$ cat src/rtl/jt6295_romarb_pkg.sv
// Shared definitions for the JT6295 ROM arbiter.
//   NPORTS  : number of requester ports sharing the external ROM
//   state_t : arbiter FSM states (IDLE, WAIT)
package jt6295_romarb_pkg;

  localparam int NPORTS = 4;

  typedef enum logic {
    IDLE = 1'b0,
    WAIT = 1'b1
  } state_t;

endpackage

$ cat src/rtl/jt6295_rr.sv
// Round-robin picker for the ROM arbiter. Purely combinational.
//   pending : one bit per port that needs a ROM fetch
//   last    : index of the port granted most recently
//   grant   : first pending port found searching from last+1 (mod 4)
//   any     : at least one port is pending; grant is meaningful only then
module jt6295_rr
  import jt6295_romarb_pkg::*;
(
  input  logic [NPORTS-1:0] pending,
  input  logic [1:0]        last,
  output logic [1:0]        grant,
  output logic              any
);

  // NOTE: every output gets a default before the search so no path leaves
  // a value unassigned, which would otherwise infer a latch.
  always_comb begin
    grant = last;
    any   = 1'b0;
    // i runs 1..4 so the port just served is considered last.
    for (int i = 1; i <= NPORTS; i++) begin
      if (!any && pending[2'(int'(last) + i)]) begin
        grant = 2'(int'(last) + i);
        any   = 1'b1;
      end
    end
  end

endmodule

$ cat src/rtl/jt6295_romarb.sv
// Four-port ROM arbiter with a one-byte cache per port.
// Each port holds one entry (valid, tag, data). A port whose address misses
// its entry is fetched from the shared ROM, one fetch at a time, ports
// served round-robin.
//   clk, rst           : clock, synchronous active-high reset
//   addr0..3, cs0..3   : requester byte address and request strobe
//   dout0..3, ok0..3   : cached byte and hit flag per port (combinational ok)
//   rom_addr, rom_cs   : registered external ROM request
//   rom_data, rom_ok   : external ROM response
// Parameters: AW = ROM address width, SETTLE = cycles rom_ok is ignored
// after an address is issued.
module jt6295_romarb
  import jt6295_romarb_pkg::*;
#(
  parameter int AW     = 18,
  parameter int SETTLE = 1
) (
  input  logic          clk,
  input  logic          rst,
  input  logic [AW-1:0] addr0,
  input  logic [AW-1:0] addr1,
  input  logic [AW-1:0] addr2,
  input  logic [AW-1:0] addr3,
  input  logic          cs0,
  input  logic          cs1,
  input  logic          cs2,
  input  logic          cs3,
  output logic [7:0]    dout0,
  output logic [7:0]    dout1,
  output logic [7:0]    dout2,
  output logic [7:0]    dout3,
  output logic          ok0,
  output logic          ok1,
  output logic          ok2,
  output logic          ok3,
  output logic [AW-1:0] rom_addr,
  output logic          rom_cs,
  input  logic [7:0]    rom_data,
  input  logic          rom_ok
);

  localparam int CW = (SETTLE > 0) ? $clog2(SETTLE + 1) : 1;

  // Port-indexed views of the flat ports.
  logic [AW-1:0]     addr_a [NPORTS];
  logic [NPORTS-1:0] cs_a;
  logic [NPORTS-1:0] ok_a;
  logic [NPORTS-1:0] pending;

  assign addr_a[0] = addr0;
  assign addr_a[1] = addr1;
  assign addr_a[2] = addr2;
  assign addr_a[3] = addr3;
  assign cs_a      = {cs3, cs2, cs1, cs0};

  // FSM and request registers. rom_addr_q doubles as the issued address
  // used as the tag on capture, so a port changing addrN mid-fetch cannot
  // corrupt the entry being filled.
  state_t          state_q, state_d;
  logic [1:0]      last_q, last_d;
  logic [1:0]      port_q, port_d;
  logic [CW-1:0]   settle_q, settle_d;
  logic [AW-1:0]   rom_addr_q, rom_addr_d;
  logic            rom_cs_q, rom_cs_d;

  // Cache entries, one per port.
  logic [NPORTS-1:0] valid_q, valid_d;
  logic [AW-1:0]     tag_q  [NPORTS];
  logic [AW-1:0]     tag_d  [NPORTS];
  logic [7:0]        data_q [NPORTS];
  logic [7:0]        data_d [NPORTS];

  logic [1:0] rr_grant;
  logic       rr_any;

  always_comb begin
    for (int n = 0; n < NPORTS; n++) begin
      ok_a[n] = cs_a[n] & valid_q[n] & (addr_a[n] == tag_q[n]);
    end
    pending = cs_a & ~ok_a;
  end

  jt6295_rr u_rr (
    .pending (pending),
    .last    (last_q),
    .grant   (rr_grant),
    .any     (rr_any)
  );

  always_comb begin
    state_d    = state_q;
    last_d     = last_q;
    port_d     = port_q;
    settle_d   = settle_q;
    rom_addr_d = rom_addr_q;
    rom_cs_d   = rom_cs_q;
    valid_d    = valid_q;
    tag_d      = tag_q;
    data_d     = data_q;

    case (state_q)
      IDLE: begin
        // rom_ok is deliberately not looked at here; rom_addr keeps its
        // last value when nothing is pending.
        rom_cs_d = 1'b0;
        if (rr_any) begin
          rom_addr_d = addr_a[rr_grant];
          rom_cs_d   = 1'b1;
          port_d     = rr_grant;
          last_d     = rr_grant;
          settle_d   = CW'(SETTLE);
          state_d    = WAIT;
        end
      end
      WAIT: begin
        // No timeout: rom_cs stays high until the ROM answers.
        if (settle_q != '0) begin
          settle_d = settle_q - CW'(1);
        end else if (rom_ok) begin
          valid_d[port_q] = 1'b1;
          tag_d[port_q]   = rom_addr_q;
          data_d[port_q]  = rom_data;
          rom_cs_d        = 1'b0;
          state_d         = IDLE;
        end
      end
      default: state_d = IDLE;
    endcase
  end

  always_ff @(posedge clk) begin
    if (rst) begin
      state_q    <= IDLE;
      last_q     <= 2'd3;
      port_q     <= 2'd0;
      settle_q   <= '0;
      rom_addr_q <= '0;
      rom_cs_q   <= 1'b0;
      valid_q    <= '0;
      // NOTE: the cache is only four entries and its tags/data are
      // observable on dout, so it is cleared on reset like any other flop.
      for (int n = 0; n < NPORTS; n++) begin
        tag_q[n]  <= '0;
        data_q[n] <= '0;
      end
    end else begin
      state_q    <= state_d;
      last_q     <= last_d;
      port_q     <= port_d;
      settle_q   <= settle_d;
      rom_addr_q <= rom_addr_d;
      rom_cs_q   <= rom_cs_d;
      valid_q    <= valid_d;
      tag_q      <= tag_d;
      data_q     <= data_d;
    end
  end

  assign rom_addr = rom_addr_q;
  assign rom_cs   = rom_cs_q;

  assign ok0   = ok_a[0];
  assign ok1   = ok_a[1];
  assign ok2   = ok_a[2];
  assign ok3   = ok_a[3];
  assign dout0 = data_q[0];
  assign dout1 = data_q[1];
  assign dout2 = data_q[2];
  assign dout3 = data_q[3];

endmodule

$ cat config.mk
export PLATFORM = sky130hd
export DESIGN_NAME = jt6295_romarb
export DESIGN_NICKNAME = d
export VERILOG_FILES = /design/src/rtl/jt6295_romarb_pkg.sv /design/src/rtl/jt6295_rr.sv /design/src/rtl/jt6295_romarb.sv
export SDC_FILE = /design/constraint.sdc
export NUM_CORES = 1
export LEC_CHECK = 0
export ABC_AREA = 1
export CAP_MARGIN = 20
export CORE_MARGIN = 1
export CORE_UTILIZATION = 58
export CTS_CLUSTER_DIAMETER = 60
export DETAILED_ROUTE_END_ITERATION = 16
export DONT_BUFFER_PORTS = 1
export PLACE_DENSITY = 0.74
export SLEW_MARGIN = 30
export SYNTH_ARGS = -nofsm -noshare
export SYNTH_HDL_FRONTEND = slang
export SYNTH_HIERARCHICAL = 1
export SYNTH_SLANG_ARGS = --single-unit
$ cat constraint.sdc
create_clock -name clk -period 4.7 [get_ports clk]
set_input_delay 0.94 -clock clk [delete_from_list [all_inputs] [get_ports clk]]
set_output_delay 0.94 -clock clk [all_outputs]
set_load 0.01 [all_outputs]
# Word level (Yosys, flattened, before mapping)
# Index checks and enable logic that the tools add are counted.
[word_totals]
in_bits = 87
romBits = 0
ram_bits = 0
output_inout_bits = 55
latch_bits = 0
ff_bits = 133
n_memories = 0
wordCells = 103
[classes]
muxes = 41
mul = 0
n_bitwise = 15
n_eq_ne = 7
reduce_logical = 11
order_cmp = 9
addsub = 5
shift = 0
n_div = 0
[op_table]
columns = ["op", "n"]
rows = [
  ["$bwmux W72", 1],
  ["$eq A18 B18 Y1", 4],
  ["$mux W18", 3],
  ["$bmux W18 S2", 1],
  ["$demux W18 S2", 1],
  ["$bwmux W32", 1],
  ["$mux W1", 20],
  ["$demux W8 S2", 1],
  ["$lt A2 B4 Y1 const B", 4],
  ["$and A1 B1 Y1", 8],
  ["$bmux W1 S2", 4],
  ["$mux W2", 4],
  ["$mux W8", 1],
  ["$ge A3 B3 Y1 const B", 2],
  ["$ne A2 B2 Y1 const B", 3],
  ["$not A2 Y3", 2],
  ["$pmux W1 S2", 3],
  ["$logic_and A1 B1 Y1", 5],
  ["$add A2 B1 Y2 const B", 2],
  ["$add A2 B2 Y2 const B", 2],
  ["$and A4 B4 Y4", 1],
  ["$not A4 Y4", 1],
  ["$or A4 B4 Y4", 1],
  ["$reduce_and A2 Y1", 2],
  ["8 further kinds", 11],
]

# Logic depth before layout (Yosys ltp)
# Gate-level depths: netlist of the first run.
[depth]
ltp_word = 21
mapped_depth = 24
mapped_depth_nobuf = 23

# By module
# Netlist of the first run, hierarchy kept.
[modules_own_cells]
columns = ["module", "seq_area_each_um2", "cells_each", "n_inst", "area_per_inst_um2"]
rows = [
  ["jt6295_romarb", 2662.6, 1002, 1, 6472.5],
  ["jt6295_rr", 0.0, 46, 1, 231.5],
]

# Worst setup path before layout of the first run
# No wires, ideal clock.
[synth_path]
kind = "input port to flip-flop"
from = "in addr2[2]"
to = "reg rom_addr_q[5] (netlist: rom_addr[5])"
required_ps = 4584
setup_ps = 116
path_slack_ps = 1590
stages = 22
path_buffers = 2
arrival_time_ps = 2994
path_cell_list = "inv_1 -> nand2_1 -> nand2_1 -> nand2_1 -> nor2_1 -> nand3_1 -> nor2_1 -> nor2_1 -> nand2_1 -> nand2_2 -> nand2_2 -> nand2_4 -> a21oi_2 -> nand3_1 -> nand2_1 -> buf_2 -> buf_1 -> a21oi_1 -> o21ai_0 -> nand3_1 -> o211ai_1 -> inv_1"
[synth_between]
elab_chain_len = 21
word_cells_on_any_way = 35
cone_classes = "eq/ne (1); mux (23); bitwise (4); reduce/logical (7)"
[synth_rtl]
columns = ["element", "line_no", "rtl"]
rows = [
  ["from (decl)", "jt6295_romarb.sv:22", "input logic [AW-1:0] addr2,"],
  ["$eq A18 B18 Y1 (*)", "jt6295_romarb.sv:78", "ok_a[n] = cs_a[n] & valid_q[n] & (addr_a[n] == tag_q[n]);"],
  ["$and A1 B1 Y1 (*)", "jt6295_romarb.sv:78", ""],
  ["via ok2", "jt6295_romarb.sv:34", "output logic ok2,"],
  ["$not A4 Y4 (*)", "jt6295_romarb.sv:80", "pending = cs_a & ~ok_a;"],
  ["$and A4 B4 Y4 (*)", "jt6295_romarb.sv:80", ""],
  ["via pending[2]", "jt6295_romarb.sv:48", "logic [NPORTS-1:0] pending;"],
  ["$bmux W1 S2", "jt6295_rr.sv:22", "if (!any && pending[2'(int'(last) + i)]) begin"],
  ["$mux W1 (implied by the code) (2 in series)", "jt6295_rr.sv:22", ""],
  ["(+6 left out)", "--", ""],
  ["$mux W1", "jt6295_rr.sv:22", ""],
  ["$logic_not A1 Y1", "jt6295_rr.sv:22", ""],
  ["$logic_and A1 B1 Y1", "jt6295_rr.sv:22", ""],
  ["$mux W2 (*)", "jt6295_rr.sv:22", ""],
  ["via rr_grant[0]", "jt6295_romarb.sv:73", "logic [1:0] rr_grant;"],
  ["$not A2 Y3 (implied by the code) (*)", "jt6295_romarb.sv:107", "rom_addr_d = addr_a[rr_grant];"],
  ["$bmux W18 S2 (*)", "jt6295_romarb.sv:107", ""],
  ["$mux W18 (implied by the code) (*) (2 in series)", "jt6295_romarb.sv:107", ""],
  ["to (signal assigned)", "jt6295_romarb.sv:151", "rom_addr_q <= rom_addr_d;"],
  ["to (decl)", "jt6295_romarb.sv:63", "logic [AW-1:0] rom_addr_q, rom_addr_d;"],
]
# The timed path passes the listed nets; every way through them passes the cells marked *. The select of a mux whose other input is x is not followed.
# A chain may end at the register's enable or synchronous reset.

# Worst setup path in the final report of the first run
[layout_path]
from = "in addr2[5]"
to = "reg rom_addr_q[7] (netlist: rom_addr[7])"
[layout_between]
word_cells_on_any_way = 35
cone_classes = "eq/ne (1); mux (23); bitwise (4); reduce/logical (7)"
[layout_lines]
columns = ["element", "line_no", "rtl"]
rows = [
  ["$eq A18 B18 Y1 (*)", "jt6295_romarb.sv:78", ""],
  ["$and A1 B1 Y1 (*)", "jt6295_romarb.sv:78", ""],
  ["via ok2", "jt6295_romarb.sv:34", ""],
  ["$not A4 Y4 (*)", "jt6295_romarb.sv:80", ""],
  ["$and A4 B4 Y4 (*)", "jt6295_romarb.sv:80", ""],
  ["via pending[2]", "jt6295_romarb.sv:48", ""],
  ["$bmux W1 S2", "jt6295_rr.sv:22", ""],
  ["$mux W1 (implied by the code) (2 in series)", "jt6295_rr.sv:22", ""],
  ["(+4 left out)", "--", ""],
  ["$logic_not A1 Y1", "jt6295_rr.sv:22", ""],
  ["$logic_and A1 B1 Y1", "jt6295_rr.sv:22", ""],
  ["$mux W1", "jt6295_rr.sv:22", ""],
  ["$logic_not A1 Y1", "jt6295_rr.sv:22", ""],
  ["$logic_and A1 B1 Y1", "jt6295_rr.sv:22", ""],
  ["$mux W1 (*)", "jt6295_rr.sv:22", ""],
  ["via rr_any", "jt6295_romarb.sv:74", "logic rr_any;"],
  ["$reduce_and A2 Y1 (no line) (*)", "--", ""],
]
# Marked as above.

==> metrics.md, run 1 <==
| Metric | Value |
|---|---|
| Status | `complete, no violations` |
| DR vias/cell | `5.500` |
| Post-Syn Area per Cell | `6.397 um^2` |
| Gr usage total | `33.69%` |
| DRT Pass-1 Iters | `5` |
| Minimum clock period | `3.423 ns` |
| Synth cell types | `26` |
| Residual DRC count | `0` |
| Fin. Hold Viols | `0` |
| CP max FO | `31` |
| Row cnt | `38` |
| P_int | `2567 uW` |
| Clk root buf | `clkbuf_16` |
| # Post-CTS Setup Buffers | `0` |
| Initial antenna violation count | `0` |
| Fin area | `0.007345 mm^2` |
| Die X | `109.5 um` |
| Comb power frac | `34.8%` |
| Flop pwr share | `35.3%` |
| Nets@finish | `1116` |
| Clk sinks | `133` |
| Vias in the first global route | `5925` |
| PostCTS Resize Cnt | `0` |
| Max rail drop VDD | `0.0004735 V` |
| Core area | `0.01103 mm^2` |
| I/O pin cnt | `142` |
| Area delta synth->final | `9.556%` |
| Slew Limit Fails | `0` |
| CTS HTree Levels | `4` |
| Post-Syn Instances | `1048` |
| Synth Register Bits | `133` |
| DP Area | `0.006760 mm^2` |
| Global-route wire length before repair | `29760 um` |
| Power Total | `4391 uW` |
| Met2 Usage GRT | `55.21%` |
| RePlAce Congestion | `0.9171` |
| Mapped Area | `0.006704 mm^2` |
| CP Class | `in2reg` |
| Post-CTS Hold Fix Bufs | `0` |
| Worst-path clk slew | `0.06 ns` |
| Max_slew headroom | `37.46%` |
| Skew final | `0.008011 ns` |
| Initial core utilization | `60.78%` |
| Switch Pwr | `1825 uW` |
| CTS tree | `yes` |
| Final WL | `19550 um` |
| Num CTS Buffers | `17` |
| Crit end category | `flop` |
| Power per Cell Area | `597.9 mW/mm^2` |
| Worst Setup Start Kind | `input pin` |
| 1st-iter DRT viols | `619` |
| GR peak layer | `met2` |
| Syn. warnings | `6` |
| Tightest Pin Transition | `0.9370 ns` |
| Crit path required time | `5.01 ns` |
| Seq/Total Area, Yosys | `39.72%` |
| Clock Path Buffers | `2` |
| Final setup viols | `0` |
| Clock power frac | `29.9%` |
| # fillers | `1024` |
| HP Class | `reg2reg` |
| FMAX | `292.2 MHz` |
| Worst path slowest cell | `inv_1` |
| Crit-path cells | `or2_2 > nand3_1 > nor2_1 > nand2_1 > nor2_1 > nor2_1 > nand2_1 > nand2_2 > nand2_2 > nand2_4 > a21oi_2 > nand4_1 > nand2_1 > inv_1 > nand3_1 > o211ai_1 > inv_1` |
| Final worst path period share | `72.83%` |
| CP peak stage delay | `0.79 ns` |
| Syn Nets | `1135` |
| Unrepaired setup endpoints after global routing | `false` |
| Worst-skew pair later-pin latency | `0.43 ns` |
| Full die area | `0.01199 mm^2` |
| IO Port Bufs | `0` |
| Dpl hpwl | `14510 um` |
| Largest net degree at the start of global routing | `53` |
| Setup total negative slack | `0 ns` |
| Worst EP arrival | `3.74 ns` |
| Antenna Nets Post-Route | `0` |
| Ant diodes | `0` |
| GRT overflow | `0` |
| Wire per inst | `16.54 um` |
| Routing usage on met1 | `40.32%` |
| Sw frac | `41.55%` |
| GRT met3 Usage | `10.91%` |
| Vias | `6501` |
| Static Leakage | `0.003278 uW` |
| Fraction of layout cells with a size suffix above 1 | `5.662%` |
| Max Cap Violations | `0` |
| Die H | `109.5 um` |
==> cells in the mapped netlist <==
cell type / number / area, um^2
inv_4: 1 / 6.260
nor3_2: 2 / 20.02
buf_6: 1 / 11.26
nand2_4: 1 / 11.26
nor3_1: 4 / 20.02
a21oi_2: 1 / 8.760
o21ai_0: 150 / 750.7
nand2_2: 6 / 37.54
xnor2_1: 6 / 52.55
nor2_1: 146 / 548.0
nand2_1: 216 / 810.8
or2_2: 3 / 18.77
nor3b_1: 1 / 7.510
a21oi_1: 102 / 510.5
buf_1: 3 / 11.26
nor3_4: 1 / 16.27
xor2_1: 6 / 52.55
clkbuf_1: 34 / 127.6
buf_2: 10 / 50.05
o211ai_1: 18 / 135.1
nand4_1: 10 / 62.56
inv_1: 149 / 559.3
inv_2: 4 / 15.01
dfxtp_1: 133 / 2663
nand3_1: 38 / 190.2
clkinv_1: 2 / 7.510
==> cell families (layout without fill, tap and decap cells) <==
kind of cell,Yosys count,in the layout,share of synthesized area [%]
AOI/OAI and AO/OA,271,271,20.96
and+or+nand+nor,428,428,26.00
DFF,133,133,39.72
buffers and inverters,204,198,11.76
xor gates and xnor gates,12,12,1.568
==> worst paths after layout <==
path,start,endpoint,slack (ns),cells past startpoint
worst min-delay path,tag_q[67]$_SDFFE_PP0P_,tag_q[67]$_SDFFE_PP0P_,0.47,2
worst max register to register,tag_q[23]$_SDFFE_PP0P_,rom_addr[9]$_SDFFE_PP0P_,1.42,17
worst max-delay path,addr2[5],rom_addr[7]$_SDFFE_PP0P_,1.28,17
worst min register to register,tag_q[67]$_SDFFE_PP0P_,tag_q[67]$_SDFFE_PP0P_,0.47,2
==> placed cells by master, fill, tap and decap left out, types with 4 or more instances in the layout <==
master / n
nor3_1: 4
nor2_1: 146
o21ai_0: 150
buf_4: 10
inv_1: 148
nand4_1: 10
inv_2: 5
a21oi_1: 102
xor2_1: 6
nand3_1: 38
dfxtp_1: 133
nand2_1: 216
clkbuf_16: 17
o211ai_1: 18
nand2_2: 6
xnor2_1: 6
==> power groups by stage <==
stage,Clock (uW),Sequential [uW],Combinational (uW)
after floorplan,0,1460,1180
after global placement,0,1570,1480
after detailed placement,0,1570,1500
after CTS,1320,1540,1510
after global routing,1370,1560,1730
final,1310,1550,1530
==> stage by stage <==
stage               util (%)  hold WS [ns]  worst slack, ns  cells
floorplan                  -        0.4402            1.590   1048
global placement       61.23        0.4479           0.9456   1150
detailed placement     61.29        0.4557           0.9238   1150
CTS                    66.53        0.4649            1.355   1182
global route           66.58        0.4842           0.9241   1182
finish                 66.58        0.4662            1.277   1182
==> critical path, delay by kind of cell <==
family,cells,cell delay (ns)
simple gates,13,1.75
buf+inv,2,0.84
compound gates,2,0.18
==> metal layers <==
| layer | part of all wire (%) | vias to the layer above |
|---|---|---|
| met4 | 2.9 | 0 |
| met3 | 9.3 | 45 |
| met1 | 42 | 2898 |
| li1 | - | 3298 |
| met5 | 0 | - |
| met2 | 46 | 260 |
==> flip-flops by register name, summed over array words and instances, names as in the netlist <==
| signal | flops |
|---|---|
| dout3 | 8 |
| dout2 | 8 |
| port_q | 2 |
| tag_q | 72 |
| rom_cs | 1 |
| valid_q | 4 |
| state_q | 1 |
| rom_addr | 18 |
| dout0 | 8 |
| settle_q | 1 |
| last_q | 2 |
| dout1 | 8 |
==> area by class of cell <==
type | count | area (um^2) | share of cell area [%]
Multi-Input combinational cell | 711 | 3266 | 44.46
Timing Repair Buffer | 10 | 75.07 | 1.022
Clock buffer | 21 | 450.4 | 6.133
Tap cell | 140 | 175.2 | 2.385
Clock inverter | 11 | 127.6 | 1.738
Sequential cell | 133 | 2663 | 36.25
Inverter | 156 | 588.1 | 8.007
(Power assumes the default switching activity.)
==> run 2: changes to the inputs <==
- PLACE_DENSITY: 0.74 -> 0.76
- clock period: 4.7 -> 2.7 ns (I/O delays scaled with it)
==> metrics.md, run 2 (synthesis results as in run 1) <==
| Metric | Value |
|---|---|
| Met2 Usage GRT | `58.85% (+3.6 points)` |
| Crit end category | `flop` |
| Max reg flops | `72 (unchanged)` |
| Worst path bufs/invs | `5 (+3)` |
| HP Class | `in2reg` |
| DRT Pass-1 Iters | `8 (+3)` |
| GRT met3 Usage | `10.61% (-0.30 points)` |
| WHS Endpoint | `valid_q[2]$_SDFFE_PP0P_` |
| Hold path start | `rst` |
| Hold path depth | `1 (-1)` |
| Status | `finished, violations left` |
| Reg-to-reg startpoint | `tag_q[54]$_SDFFE_PP0P_` |
| Worst EP arrival | `3.21 ns (-0.53 ns)` |
| Static Leakage | `0.003937 uW (+20%)` |
| Max Cap Violations | `0 (unchanged)` |
| FMAX | `351.1 MHz` |
| Setup ws final | `-0.1481 ns (-1.425 ns)` |
| Sw frac | `40.45% (-1.1 points)` |
| GR peak layer | `met2` |
| RePlAce Congestion | `0.9974 (+8.8%)` |
| CP Class | `reg2reg` |
| Core area | `0.01103 mm^2 (unchanged)` |
| Fin. Hold Viols | `0 (unchanged)` |
| Multi-input gate area | `0.003510 mm^2 (+7.5%)` |
| Routing usage on met1 | `44.19% (+3.9 points)` |
| Final core utilization | `78.65% (+12 points)` |
| Gr usage total | `36.85% (+3.2 points)` |
| RR Endpoint | `rom_addr[3]$_SDFFE_PP0P_` |
| # fillers | `781 (-24%)` |
| Initial core utilization | `60.78% (unchanged)` |
| Most common cell after layout, fill and taps aside | `nand2_1` |
| Residual DRC count | `0 (unchanged)` |
| Wire per inst | `18.87 um (+14%)` |
| CTS HTree Levels | `4 (unchanged)` |
| Die H | `109.5 um (unchanged)` |
| Slew Limit Fails | `0 (unchanged)` |
| Vias in the first global route | `6483 (+9.4%)` |
| Fraction of layout cells with a size suffix above 1 | `23.66% (+18 points)` |
| Final WL | `24190 um (+24%)` |
| Worst-skew pair later-pin latency | `0.43 ns (about the same)` |
| Largest net degree at the start of global routing | `66 (+25%)` |
| I/O pin cnt | `142 (unchanged)` |
| Minimum clock period | `2.848 ns` |
| Worst path slowest cell | `dfxtp_2` |
| Vias | `7511 (+16%)` |
| CTS tree | `yes` |
| R2R setup slack | `-0.15 ns (-1.57 ns)` |
| Max_slew headroom | `45.70% (+8.2 points)` |
| Post-CTS Hold Fix Bufs | `0 (unchanged)` |
| Largest Register | `tag_q` |
| CP top delay family | `simple AND/OR/NAND/NOR gates` |
| DR vias/cell | `5.859 (+6.5%)` |
| Num CTS Buffers | `17 (unchanged)` |
| Most frequent cells in the layout | `nand2_1 (188), inv_1 (135), nor2_1 (131), o21ai_0 (123), dfxtp_1 (103)` |
| Clock Path Buffers | `2 (unchanged)` |
| GRT overflow | `0 (unchanged)` |
| Violated checks | `negative setup slack` |
| Die X | `109.5 um (unchanged)` |
| Power per Cell Area | `1187 mW/mm^2 (+99%)` |
| Crit path required time | `3.07 ns (-1.94 ns)` |
| Flop pwr share | `26.6% (-8.7 points)` |
| Crit-path cells | `inv_1 > nand2_1 > nand2_1 > nor2_1 > nand2_1 > nor2_1 > nand3_1 > nand2_1 > inv_2 > nand2_1 > nand2_1 > nand2_2 > nand2_4 > xor2_1 > nand2_2 > nand2_4 > buf_4 > clkbuf_16 > a21oi_1 > o21ai_0 > nand3_1 > o211ai_1 > inv_1` |
| Final setup viols | `15 (+15)` |
| Nets@finish | `1215 (+8.9%)` |
| Global-route wire length before repair | `32930 um (+11%)` |
| Clk root buf | `clkbuf_16` |
| Post-Place Setup Slack | `-0.3122 ns (-1.236 ns)` |
| Storage element area | `0.002700 mm^2 (+1.4%)` |
| Comb power frac | `49.8% (+15 points)` |
| Skew final | `0.006285 ns (-0.001727 ns)` |
| Switch Pwr | `4167 uW (+130%)` |
| Most frequent CP cell | `nand2_1` |
| Unrepaired setup endpoints after global routing | `true` |
| Max rail drop VDD | `0.0008121 V (+72%)` |
| Cells on worst reg2reg path | `23 (+6)` |
| Full die area | `0.01199 mm^2 (unchanged)` |
| P_int | `6136 uW (+140%)` |
| CP max FO | `6 (-81%)` |
| Area delta synth->final | `29.41%` |
| Dpl hpwl | `15440 um (+6.4%)` |
| IO Port Bufs | `0 (unchanged)` |
| 1st-iter DRT viols | `977 (+58%)` |
| Tightest Pin Transition | `0.8118 ns (-0.1252 ns)` |
| Power Total | `10300 uW (+130%)` |
| Worst-path clk slew | `0.06 ns (about the same)` |
| Final worst path period share | `105.5%` |
| Clk sinks | `133 (unchanged)` |
| Clock power frac | `23.6% (-6.3 points)` |
| Initial antenna violation count | `0 (unchanged)` |
| CP peak stage delay | `0.33 ns (-0.46 ns)` |
| Row cnt | `38 (unchanged)` |
| Antenna Nets Post-Route | `0 (unchanged)` |
| Worst Setup Start Kind | `flop` |
-- run 2: changes by cell type in the layout (fill, tap and decap cells not counted), sizes merged --
cell	before	now
buf	10	102
bufinv	2	3
clkbuf	21	27
clkinv	7	5
diode	0	1
inv	155	157
-- run 2: stage by stage --
stage	setup TNS, ns	cells	area (um^2)	hold WS (ns)
after floorplan	0	1048	6705	0.4402
after global placement	-3.383	1227	7420	0.4516
after detailed placement	-4.413	1227	7420	0.4544
after CTS	0	1261	8060	0.1746
after global routing	-5.222	1281	8673	0.1621
final	-0.8018	1282	8676	0.1693
-- run 2: power groups by stage --
| stage | combinational (uW) | clock, uW | sequential (uW) |
|---|---|---|---|
| after global routing | 5410 | 2520 | 2750 |
| after floorplan | 2050 | 0 | 2540 |
| final | 5130 | 2430 | 2740 |
| after CTS | 3380 | 2420 | 2690 |
| after global placement | 3170 | 0 | 2730 |
| after detailed placement | 3240 | 0 | 2730 |
-- run 2: cell type report --
type	count	area share, %
Sequential cell	133	31.12
Tap cell	140	2.019
Clock buffer	20	5.379
Antenna cell	1	0.02884
Multi-Input combinational cell	711	40.45
Clock inverter	12	1.731
Inverter	156	6.865
Timing Repair Buffer	109	12.40
-- run 2: worst register-to-register path, cell delays in order (launching register included) --
cell       delay (ns)
dfxtp_2          0.33
inv_1            0.05
nand2_1          0.06
nand2_1          0.06
nor2_1           0.13
nand2_1          0.09
nor2_1           0.11
nand3_1          0.13
nand2_1          0.10
inv_2            0.04
nand2_1          0.06
nand2_1          0.09
nand2_2          0.09
nand2_4          0.08
xor2_1           0.17
nand2_2          0.13
nand2_4          0.08
buf_4            0.15
clkbuf_16        0.14
a21oi_1          0.20
o21ai_0          0.15
nand3_1          0.13
o211ai_1         0.08
inv_1            0.11
-- run 2: how the worst max path moves through the flow --
| stage | startpoint | slack [ns] | depth (start not counted) | end |
|---|---|---|---|---|
| after floorplan | addr2[2] | 0.008 | 22 | rom_addr[11]$_SDFFE_PP0P_ |
| after global placement | addr3[4] | -0.29 | 22 | rom_addr[8]$_SDFFE_PP0P_ |
| after detailed placement | addr3[4] | -0.31 | 23 | rom_addr[8]$_SDFFE_PP0P_ |
| after CTS | tag_q[14]$_SDFFE_PP0P_ | 0.003 | 23 | rom_addr[1]$_SDFFE_PP0P_ |
| after global routing | tag_q[66]$_SDFFE_PP0P_ | -0.43 | 23 | rom_addr[3]$_SDFFE_PP0P_ |
| final | tag_q[54]$_SDFFE_PP0P_ | -0.15 | 23 | rom_addr[3]$_SDFFE_PP0P_ |
-- run 2: per-layer routing --
layer | up-vias | part of all wire (%)
met5 | - | 0
met4 | 0 | 6.2
met3 | 124 | 13
met2 | 526 | 45
met1 | 3354 | 36
li1 | 3507 | -
-- run 2: repair_timing --
action,4_1_cts,5_1_grt
cloned,1,10
hold endpoints to repair,0,0
resized for setup,7,148
setup endpoints to repair,16,23
pin swaps,1,55
buffers inserted,1,10
==> run 3: changes to the inputs <==
- CTS_CLUSTER_SIZE: default -> 14
==> results of run 3 <==
Same layout as run 2: the final DEF is identical, and so are final timing and power.
